`src/rtl/ps2_host_tx.sv`:
```
// PS/2 host-to-device command transmitter: inhibit, request-to-send, clock out one byte, check ACK.
// Optional feature macro: PS2_HOST_TX_TIMEOUT_EN builds the request and packet timeouts (status 10).
`timescale 1ns/1ps

module ps2_host_tx #(
  parameter int INHIBIT_CYCLES = 6000,
  parameter int REQ_TIMEOUT    = 750000,
  parameter int PKT_TIMEOUT    = 100000
) (
  input  logic       clock,
  input  logic       reset,
  input  logic [7:0] tx_data,
  input  logic       tx_valid,
  output logic       tx_ready,
  output logic       busy,
  output logic       done,
  output logic [1:0] status,
  input  logic       ps2_clk_in,
  input  logic       ps2_dat_in,
  output logic       ps2_clk_oe,
  output logic       ps2_dat_oe,
  output logic [2:0] dbg_state,
  output logic [1:0] dbg_lines
);

  // Handshake: a byte is taken on any rising clock edge where tx_valid & tx_ready are both high;
  // tx_valid while tx_ready is low is ignored and nothing is queued.

  localparam int MAX_A   = (INHIBIT_CYCLES > REQ_TIMEOUT) ? INHIBIT_CYCLES : REQ_TIMEOUT;
  localparam int MAX_CNT = (MAX_A > PKT_TIMEOUT) ? MAX_A : PKT_TIMEOUT;
  localparam int CW      = $clog2(MAX_CNT) + 1;

  localparam logic [CW-1:0] CNT_SAT  = '1;
  localparam logic [CW-1:0] INH_LAST = CW'(INHIBIT_CYCLES - 1);
`ifdef PS2_HOST_TX_TIMEOUT_EN
  localparam logic [CW-1:0] REQ_LAST = CW'(REQ_TIMEOUT - 1);
  // Packet window counts cycles elapsed after the first detected fall.
  localparam logic [CW-1:0] PKT_LAST = CW'(PKT_TIMEOUT);
`endif

  typedef enum logic [2:0] {
    S_IDLE    = 3'd0,
    S_INHIBIT = 3'd1,
    S_REQ     = 3'd2,
    S_SEND    = 3'd3,
    S_ACK     = 3'd4,
    S_WAITHI  = 3'd5
  } state_t;

  state_t        state;
  logic [2:0]    clk_sync;
  logic [2:0]    dat_sync;
  logic [7:0]    data_q;
  logic          parity_q;
  logic [3:0]    bit_idx;
  logic [3:0]    idx_next;
  logic [CW-1:0] cnt;
  logic [CW-1:0] cnt_next;
  logic          fall;
  logic          timeout;

  assign fall      = clk_sync[2] & ~clk_sync[1];
  assign idx_next  = bit_idx + 4'd1;
  assign cnt_next  = (cnt == CNT_SAT) ? cnt : cnt + CW'(1);
  assign dbg_state = state;
  assign dbg_lines = {clk_sync[2], dat_sync[2]};

  always_comb begin
    timeout = 1'b0;
`ifdef PS2_HOST_TX_TIMEOUT_EN
    case (state)
      S_REQ:                    timeout = (cnt == REQ_LAST);
      S_SEND, S_ACK, S_WAITHI:  timeout = (cnt == PKT_LAST);
      default:                  timeout = 1'b0;
    endcase
`endif
  end

  always_ff @(posedge clock) begin
    if (reset) begin
      state      <= S_IDLE;
      clk_sync   <= 3'b111;
      dat_sync   <= 3'b111;
      data_q     <= 8'h00;
      parity_q   <= 1'b0;
      bit_idx    <= 4'd0;
      cnt        <= '0;
      tx_ready   <= 1'b1;
      busy       <= 1'b0;
      done       <= 1'b0;
      status     <= 2'b00;
      ps2_clk_oe <= 1'b0;
      ps2_dat_oe <= 1'b0;
    end else begin
      clk_sync <= {clk_sync[1:0], ps2_clk_in};
      dat_sync <= {dat_sync[1:0], ps2_dat_in};
      done     <= 1'b0;
      cnt      <= cnt_next;
      if (timeout) begin
        // Timeout outranks a fall seen in the same cycle.
        state      <= S_IDLE;
        ps2_clk_oe <= 1'b0;
        ps2_dat_oe <= 1'b0;
        status     <= 2'b10;
        done       <= 1'b1;
        busy       <= 1'b0;
      end else begin
        case (state)
          S_IDLE: begin
            tx_ready <= 1'b1;
            if (tx_valid && tx_ready) begin
              data_q     <= tx_data;
              parity_q   <= ~^tx_data;
              cnt        <= '0;
              tx_ready   <= 1'b0;
              busy       <= 1'b1;
              ps2_clk_oe <= 1'b1;
              state      <= S_INHIBIT;
            end
          end
          S_INHIBIT: begin
            if (cnt == INH_LAST) begin
              ps2_clk_oe <= 1'b0;
              ps2_dat_oe <= 1'b1;
              cnt        <= '0;
              state      <= S_REQ;
            end
          end
          S_REQ: begin
            if (fall) begin
              ps2_dat_oe <= ~data_q[0];
              bit_idx    <= 4'd0;
              cnt        <= '0;
              state      <= S_SEND;
            end
          end
          S_SEND: begin
            if (fall) begin
              bit_idx <= idx_next;
              if (idx_next <= 4'd7) begin
                ps2_dat_oe <= ~data_q[idx_next[2:0]];
              end else if (idx_next == 4'd8) begin
                ps2_dat_oe <= ~parity_q;
              end else begin
                ps2_dat_oe <= 1'b0;
                state      <= S_ACK;
              end
            end
          end
          S_ACK: begin
            if (fall) begin
              status <= dat_sync[1] ? 2'b01 : 2'b00;
              cnt    <= '0;
              state  <= S_WAITHI;
            end
          end
          S_WAITHI: begin
            if (clk_sync[1]) begin
              done  <= 1'b1;
              busy  <= 1'b0;
              state <= S_IDLE;
            end
          end
          default: state <= S_IDLE;
        endcase
      end
    end
  end

endmodule
```
`config.mk`:
```
export PLATFORM = sky130hd
export DESIGN_NAME = ps2_host_tx
export DESIGN_NICKNAME = d
export VERILOG_FILES = /design/src/rtl/ps2_host_tx.sv
export SDC_FILE = /design/constraint.sdc
export NUM_CORES = 1
export LEC_CHECK = 0
export ABC_AREA = 1
export ABC_CLOCK_PERIOD_IN_PS = 1400
export CORE_MARGIN = 10
export CORE_UTILIZATION = 35
export CTS_BUF_LIST = sky130_fd_sc_hd__clkbuf_8
export DETAILED_ROUTE_END_ITERATION = 10
export RECOVER_POWER = 50
export SETUP_SLACK_MARGIN = 0.2
export SYNTH_ARGS = -nofsm -noshare
export SYNTH_HDL_FRONTEND = slang
export SYNTH_SLANG_ARGS = --single-unit
```
`constraint.sdc`:
```
create_clock -name clock -period 1.4 [get_ports clock]
set_input_delay 0.14 -clock clock [delete_from_list [all_inputs] [get_ports clock]]
set_output_delay 0.14 -clock clock [all_outputs]
set_load 0.01 [all_outputs]
```
==> flow_summary_export.csv, run 1 <==
group,metric,value,unit
status,status,"finished, violations left",
status,failed_checks,"setup timing",
detailed_routing,dr.first_iter.drc_count,116,
synthesis,synth.distinct_cells,30,
critical_path,worstSetupEndpointType,"flop",
sta,tightest_slew,0.630,ns
place,place_area,3440,um^2
floorplanning,fp.dieW,108,um
critical_path,cp.arrival,1.65,ns
critical_path,crit_top_cell,"nand2_1",
critical_path,cp_num_buf_inv,1,
critical_path,crit_type,"flop to flop",
clock_tree,worstSkewPairLatency,0.31,ns
clock_tree,cts.htree.levels,2,
clock_tree,cts_tree,"built",
floorplanning,die-area,11700,um^2
sta,relSlewSlack,58.0,%
pwr,power.leakage,1.62,nW
sta,fmax,0.688,GHz
detailed_routing,wl_per_cell,13.0,um
sta,finalSetupViolations,21,
place,hpwl,5320,um
cells_and_area,fin_area,4010,um^2
place,placedCellCount,556,
grt,grt_max_degree,24,
grt,grt_pass1_vias,2615,
cells_and_area,fin_cells,576,
detailed_routing,drc,0,
critical_path,start_kind,"flop",
synthesis,synth-seq-cells,49,
place,gp_congestion,0.901,
cells_and_area,num_antenna_cells,0,
sta,post-route-period-util,104,%
cells_and_area,fillers,738,
clock_tree,cts_hold_buffers,0,
critical_path,worst_path_largest_cell_delay,0.31,ns
floorplanning,design.portCount,25,
synthesis,seq_area_frac_synth,36.2,%
detailed_routing,wirelength,7470,um
cells_and_area,nets,490,
sta,skew,0.00723,ns
grt,grtUsageTotal,12.3,%
place,place_ws,-0.110,ns
critical_path,cp_cell_sequence,"inv_1 > nand2_1 > nand3_1 > nand2_1 > a21oi_2 > nand3_4 > nand2_8 > a21oi_1",
sta,layout_setup_ws,-0.0541,ns
synthesis,syn_inst,391,
sta,min_period,1.45,ns
detailed_routing,ant_nets,0,
synthesis,syn_area,2710,um^2
sta,drv_slew,0,
sta,hold_viol,0,
synthesis,syn_nets,408,
clock_tree,cts_root_buffer,"clkbuf_8",
grt,antenna_found_initial,0,
detailed_routing,viasPerCell,4.91,
cells_and_area,layout-drive-gt1-share,38.6,%
clock_tree,cts_buffers,5,
pwr,p_per_area,1230,nW/um^2
sta,rsz0062_at_grt,"yes",
floorplanning,start_util,35.5,%
cells_and_area,area_growth,47.8,%
grt,grt_overflow,0,
place,portBuffers,23,
synthesis,syn_avg_cell_area,6.93,um^2
clock_tree,clockBufferDepth,2,
floorplanning,die_height,108,um
job,max_cap_violations,0,
critical_path,critical_path.top_delay_family,"simple AND/OR/NAND/NOR gates",
clock_tree,clk_pin_slew,0.10,ns
detailed_routing,vias,2831,
grt,grt_pass1_wl,11900,um
critical_path,cp_slowest_cell,"dfxtp_1",
pwr,vdd_drop_max,0.525,mV
clock_tree,clock_sinks,49,
critical_path,crit_path_max_fanout,8,
critical_path,worstPathRequired,1.60,ns
floorplanning,num_rows,32,
pwr,total_power,0.00492,W
floorplanning,core,7650,um^2
detailed_routing,firstDrtPassIters,4,
synthesis,synth_warnings,0,
hold_path,hold_path.class,"input port to flop",
sta,holdWs,0.388,ns
-- kinds of logic after synthesis --
group	count (synthesis)	share of synthesized area, %
flip-flops	49	36.2
XOR/XNOR	19	6.14
AO/OA/AOI/OAI	45	8.68
adder cells (fa/ha/maj)	4	1.85
other	1	0.138
buffers and inverters	64	10.3
AND/OR/NAND/NOR	209	36.7
-- area by class of cell --
| cell class | count | area, um^2 | area share, % |
|---|---|---|---|
| sequential | 49 | 1020 | 25.6 |
| inverter | 53 | 209 | 5.21 |
| tap | 102 | 128 | 3.18 |
| timing repair buffer | 85 | 727 | 18.1 |
| clock buffer | 5 | 68.8 | 1.72 |
| multi-input combinational | 279 | 1830 | 45.7 |
| clock inverter | 3 | 17.5 | 0.437 |
-- power by group --
part / internal [W] / leakage [nW] / switching [W]
combinational: 0.000964 / 1.16 / 0.00132
sequential: 0.00162 / 0.410 / 0.000155
clock: 0.000348 / 0.0459 / 0.000512
-- synthesized netlist by cell type, drive strengths merged --
library cell   n  area share (%)
inv           53             7.3
ha             4             1.8
nand3b         3            0.83
conb           1            0.14
a21oi         30             5.8
nand4         14             3.2
dfxtp         49              36
nand3         43             9.1
o21ai         14             2.6
nor3          11             2.4
nand2         77              11
buf            7             2.0
xor2          12             3.9
xnor2          7             2.3
or2            5             1.2
clkbuf         4            0.92
o21a           1            0.28
nor2          56             8.7
-- routing by layer --
metal | share of wire [%] | wire length [um] | track usage (%)
met1 | 45 | 3360 | 15.2
met2 | 50 | 3730 | 20.7
met3 | 3.2 | 242 | 2.38
met4 | 1.8 | 135 | 4.20
met5 | 0 | 0 | 0
-- path summary, 6_finish.rpt --
| kind | from | end | slack (ns) | depth (start not counted) |
|---|---|---|---|---|
| setup reg to reg | clk_sync[1] | cnt[8] | -0.05 | 8 |
| hold reg to reg | clk_sync[0] | clk_sync[1] | 0.42 | 1 |
| setup / recovery | clk_sync[1] | cnt[8] | -0.05 | 8 |
| hold / removal | ps2_clk_in | clk_sync[0] | 0.39 | 2 |
-- timing repair --
item | CTS | global route
resized for setup | 69 | 69
setup endpoints to repair | 50 | 38
setup buffers | 4 | 7
pin swaps | 15 | 21
gates cloned | 1 | 0
-- layout by cell type (no fill, tap or decap), types with 7 or more instances in the layout --
| master | instances |
|---|---|
| nand2_1 | 60 |
| buf_4 | 51 |
| inv_1 | 45 |
| nor2_1 | 34 |
| dfxtp_1 | 32 |
| nand3_1 | 25 |
| a21oi_1 | 19 |
| nand4_1 | 14 |
| nand3_2 | 13 |
| nand2_2 | 13 |
| xor2_1 | 12 |
| nor2_2 | 11 |
| nor2_4 | 11 |
| a21oi_2 | 11 |
| clkdlybuf4s50_1 | 11 |
| dlygate4sd2_1 | 10 |
| buf_6 | 10 |
| dfxtp_4 | 9 |
| dfxtp_2 | 8 |
| xnor2_1 | 7 |
-- through the flow --
step                      TNS (ns)  utilization (%)
after floorplan                  0                -
after global placement       -1.87             45.0
after detailed placement     -2.14             45.0
after CTS                  -0.0730             48.9
after global routing         -3.39             52.4
final                       -0.854             52.4
-- flip-flops by register name (all words and copies together), names as in the netlist --
name	count
bit_idx	4
busy	1
clk_sync	3
cnt	21
dat_sync	3
data_q	8
dbg_state	3
done	1
parity_q	1
ps2_clk_oe	1
ps2_dat_oe	1
status	1
tx_ready	1
Power figures use the tool's default switching activity.
==> run 2, diff against run 1 <==
REMOVE_ABC_BUFFERS = 1   (was unset)
SKIP_LAST_GASP = 1   (was unset)
==> run 2 against run 1 <==
The run still ends with setup timing left. Power grew 4.7%. Routed wire length grew 0.47%. Die area is the same. Clock power grew 21%. First-iteration DRC count grew 34%. Critical path depth is the same. Design area grew 2.4%. Maximum frequency grew 1.1%. Largest power group unchanged.
==> flow_summary_export.csv, run 2 (synthesized netlist as in run 1, its figures left out) <==
group,metric,value,unit
status,status,"finished, violations left",
status,failed_checks,"setup timing",
job,max_cap_violations,0,
place,gp_congestion,0.878,
sta,skew,0.0121,ns
detailed_routing,ant_nets,0,
critical_path,cp_slowest_cell,"dfxtp_2",
grt,grt_max_degree,24,
critical_path,worstSetupEndpointType,"flop",
grt,grt_overflow,0,
floorplanning,fp.dieW,108,um
sta,hold_viol,0,
detailed_routing,viasPerCell,4.76,
clock_tree,worstSkewPairLatency,0.30,ns
critical_path,crit_type,"flop to flop",
place,hpwl,5410,um
cells_and_area,layout-drive-gt1-share,40.4,%
cells_and_area,regMostFlops,"cnt",
floorplanning,die_height,108,um
detailed_routing,dr.first_iter.drc_count,156,
critical_path,cp_num_buf_inv,0,
cells_and_area,nets,511,
critical_path,crit_top_cell,"nand3_4",
detailed_routing,drc,0,
pwr,p_comb_share,45.7,%
pwr,seq_power_share,34.0,%
grt,antenna_found_initial,0,
critical_path,cp_cell_sequence,"ha_4 > nand3_4 > nor2_4 > nand3_2 > nand2_4 > nand3_4 > nand2_8 > a21oi_1",
cells_and_area,multiInputGateArea,1790,um^2
critical_path,worst_path_largest_cell_delay,0.36,ns
critical_path,cp.arrival,1.63,ns
place,portBuffers,23,
critical_path,start_kind,"flop",
pwr,switching_share,37.1,%
sta,layout_setup_ws,-0.0376,ns
floorplanning,core,7650,um^2
grt,grt_pass1_wl,12800,um
clock_tree,clock_sinks,49,
place,place_area,3550,um^2
cells_and_area,num_antenna_cells,0,
detailed_routing,firstDrtPassIters,4,
pwr,power.leakage,1.72,nW
sta,tightest_slew,0.558,ns
clock_tree,cts_buffers,5,
critical_path,worstPathRequired,1.59,ns
grt,grtUsageTotal,13.1,%
clock_tree,clockBufferDepth,2,
floorplanning,die-area,11700,um^2
cells_and_area,seqCellArea,1030,um^2
clock_tree,cts_tree,"built",
sta,fmax,0.696,GHz
cells_and_area,final_util,53.7,%
floorplanning,start_util,35.5,%
cells_and_area,largest_registers,"cnt x21, data_q x8, bit_idx x4",
pwr,switchingPower,0.00191,W
cells_and_area,fin_area,4110,um^2
clock_tree,cts_root_buffer,"clkbuf_8",
sta,relSlewSlack,62.8,%
cells_and_area,fillers,732,
sta,min_period,1.44,ns
cells_and_area,final_cell_mix,"buf_4, nand2_1, inv_1",
pwr,vdd_drop_max,0.857,mV
floorplanning,num_rows,32,
grt,grt_pass1_vias,2849,
sta,rsz0062_at_grt,"yes",
sta,finalSetupViolations,23,
pwr,p_int,0.00324,W
sta,post-route-period-util,103,%
detailed_routing,wl_per_cell,12.6,um
clock_tree,cts.htree.levels,2,
cells_and_area,final_common_cell,"buf_4",
detailed_routing,vias,2840,
floorplanning,design.portCount,25,
cells_and_area,area_growth,51.4,%
sta,drv_slew,0,
pwr,p_per_area,1250,nW/um^2
clock_tree,clk_pin_slew,0.09,ns
critical_path,critical_path.top_delay_family,"simple AND/OR/NAND/NOR gates",
pwr,clock_power_share,20.3,%
cells_and_area,largest_reg_flops,21,
critical_path,crit_path_max_fanout,8,
detailed_routing,wirelength,7510,um
hold_path,hold_path.class,"input port to flop",
==> run 2: through the flow <==
| stage | worst slack, ns | setup TNS [ns] | total power, W | std cells | hold slack (ns) |
|---|---|---|---|---|---|
| after floorplan | -0.115 | -0.832 | 0.00279 | 380 | 0.209 |
| after global placement | -0.127 | -2.35 | 0.00370 | 578 | 0.391 |
| after detailed placement | -0.228 | -4.49 | 0.00373 | 578 | 0.394 |
| after CTS | -0.0522 | -0.702 | 0.00507 | 592 | 0.386 |
| after global routing | -0.135 | -2.60 | 0.00552 | 597 | 0.385 |
| final | -0.0376 | -0.509 | 0.00515 | 597 | 0.397 |
==> run 2: routing by layer <==
layer  track usage [%]  vias to the layer above  wire length, um
li1                  -                     1462                -
met1              15.9                     1294             3180
met2              22.9                       69             3850
met3              2.62                       15              339
met4              3.82                        0              144
met5                 0                        -                0
==> run 2: power groups by stage <==
stage / combinational, W / sequential, W / clock (W)
after CTS: 0.00224 / 0.00176 / 0.00107
after detailed placement: 0.00197 / 0.00175 / 0
after floorplan: 0.000992 / 0.00180 / 0
after global routing: 0.00262 / 0.00177 / 0.00113
final: 0.00235 / 0.00175 / 0.00104
after global placement: 0.00196 / 0.00175 / 0
==> run 2: final timing paths <==
kind                 end        start  depth (start not counted)  slack, ns
max               cnt[6]       cnt[0]                          8      -0.04
min          dat_sync[0]   ps2_dat_in                          2       0.40
max reg2reg       cnt[6]       cnt[0]                          8      -0.04
min reg2reg  clk_sync[1]  clk_sync[0]                          1       0.42
==> run 2: worst reg2reg max path, stage by stage, from the launching register on <==
cell and delay [ns]:
dfxtp_2 0.36, ha_4 0.17, nand3_4 0.10, nor2_4 0.12, nand3_2 0.10, nand2_4 0.10, nand3_4 0.17, nand2_8 0.17
a21oi_1 0.06
==> run 2: what timing repair did <==
item                                    4_1_cts  5_1_grt
gates cloned                                  1        0
hold endpoints to repair                      0        0
setup buffers                                 5        5
endpoints found under the setup margin       51       42
resized for setup                            72       68
pin swaps                                    14       26
hold buffers                                  0        0
==> run 2: layout make-up <==
cell class	instances	area share, %
inverter	53	4.91
sequential	49	25.0
clock inverter	2	0.823
tap	102	3.11
timing repair buffer	106	20.5
clock buffer	6	2.01
multi-input combinational	279	43.6
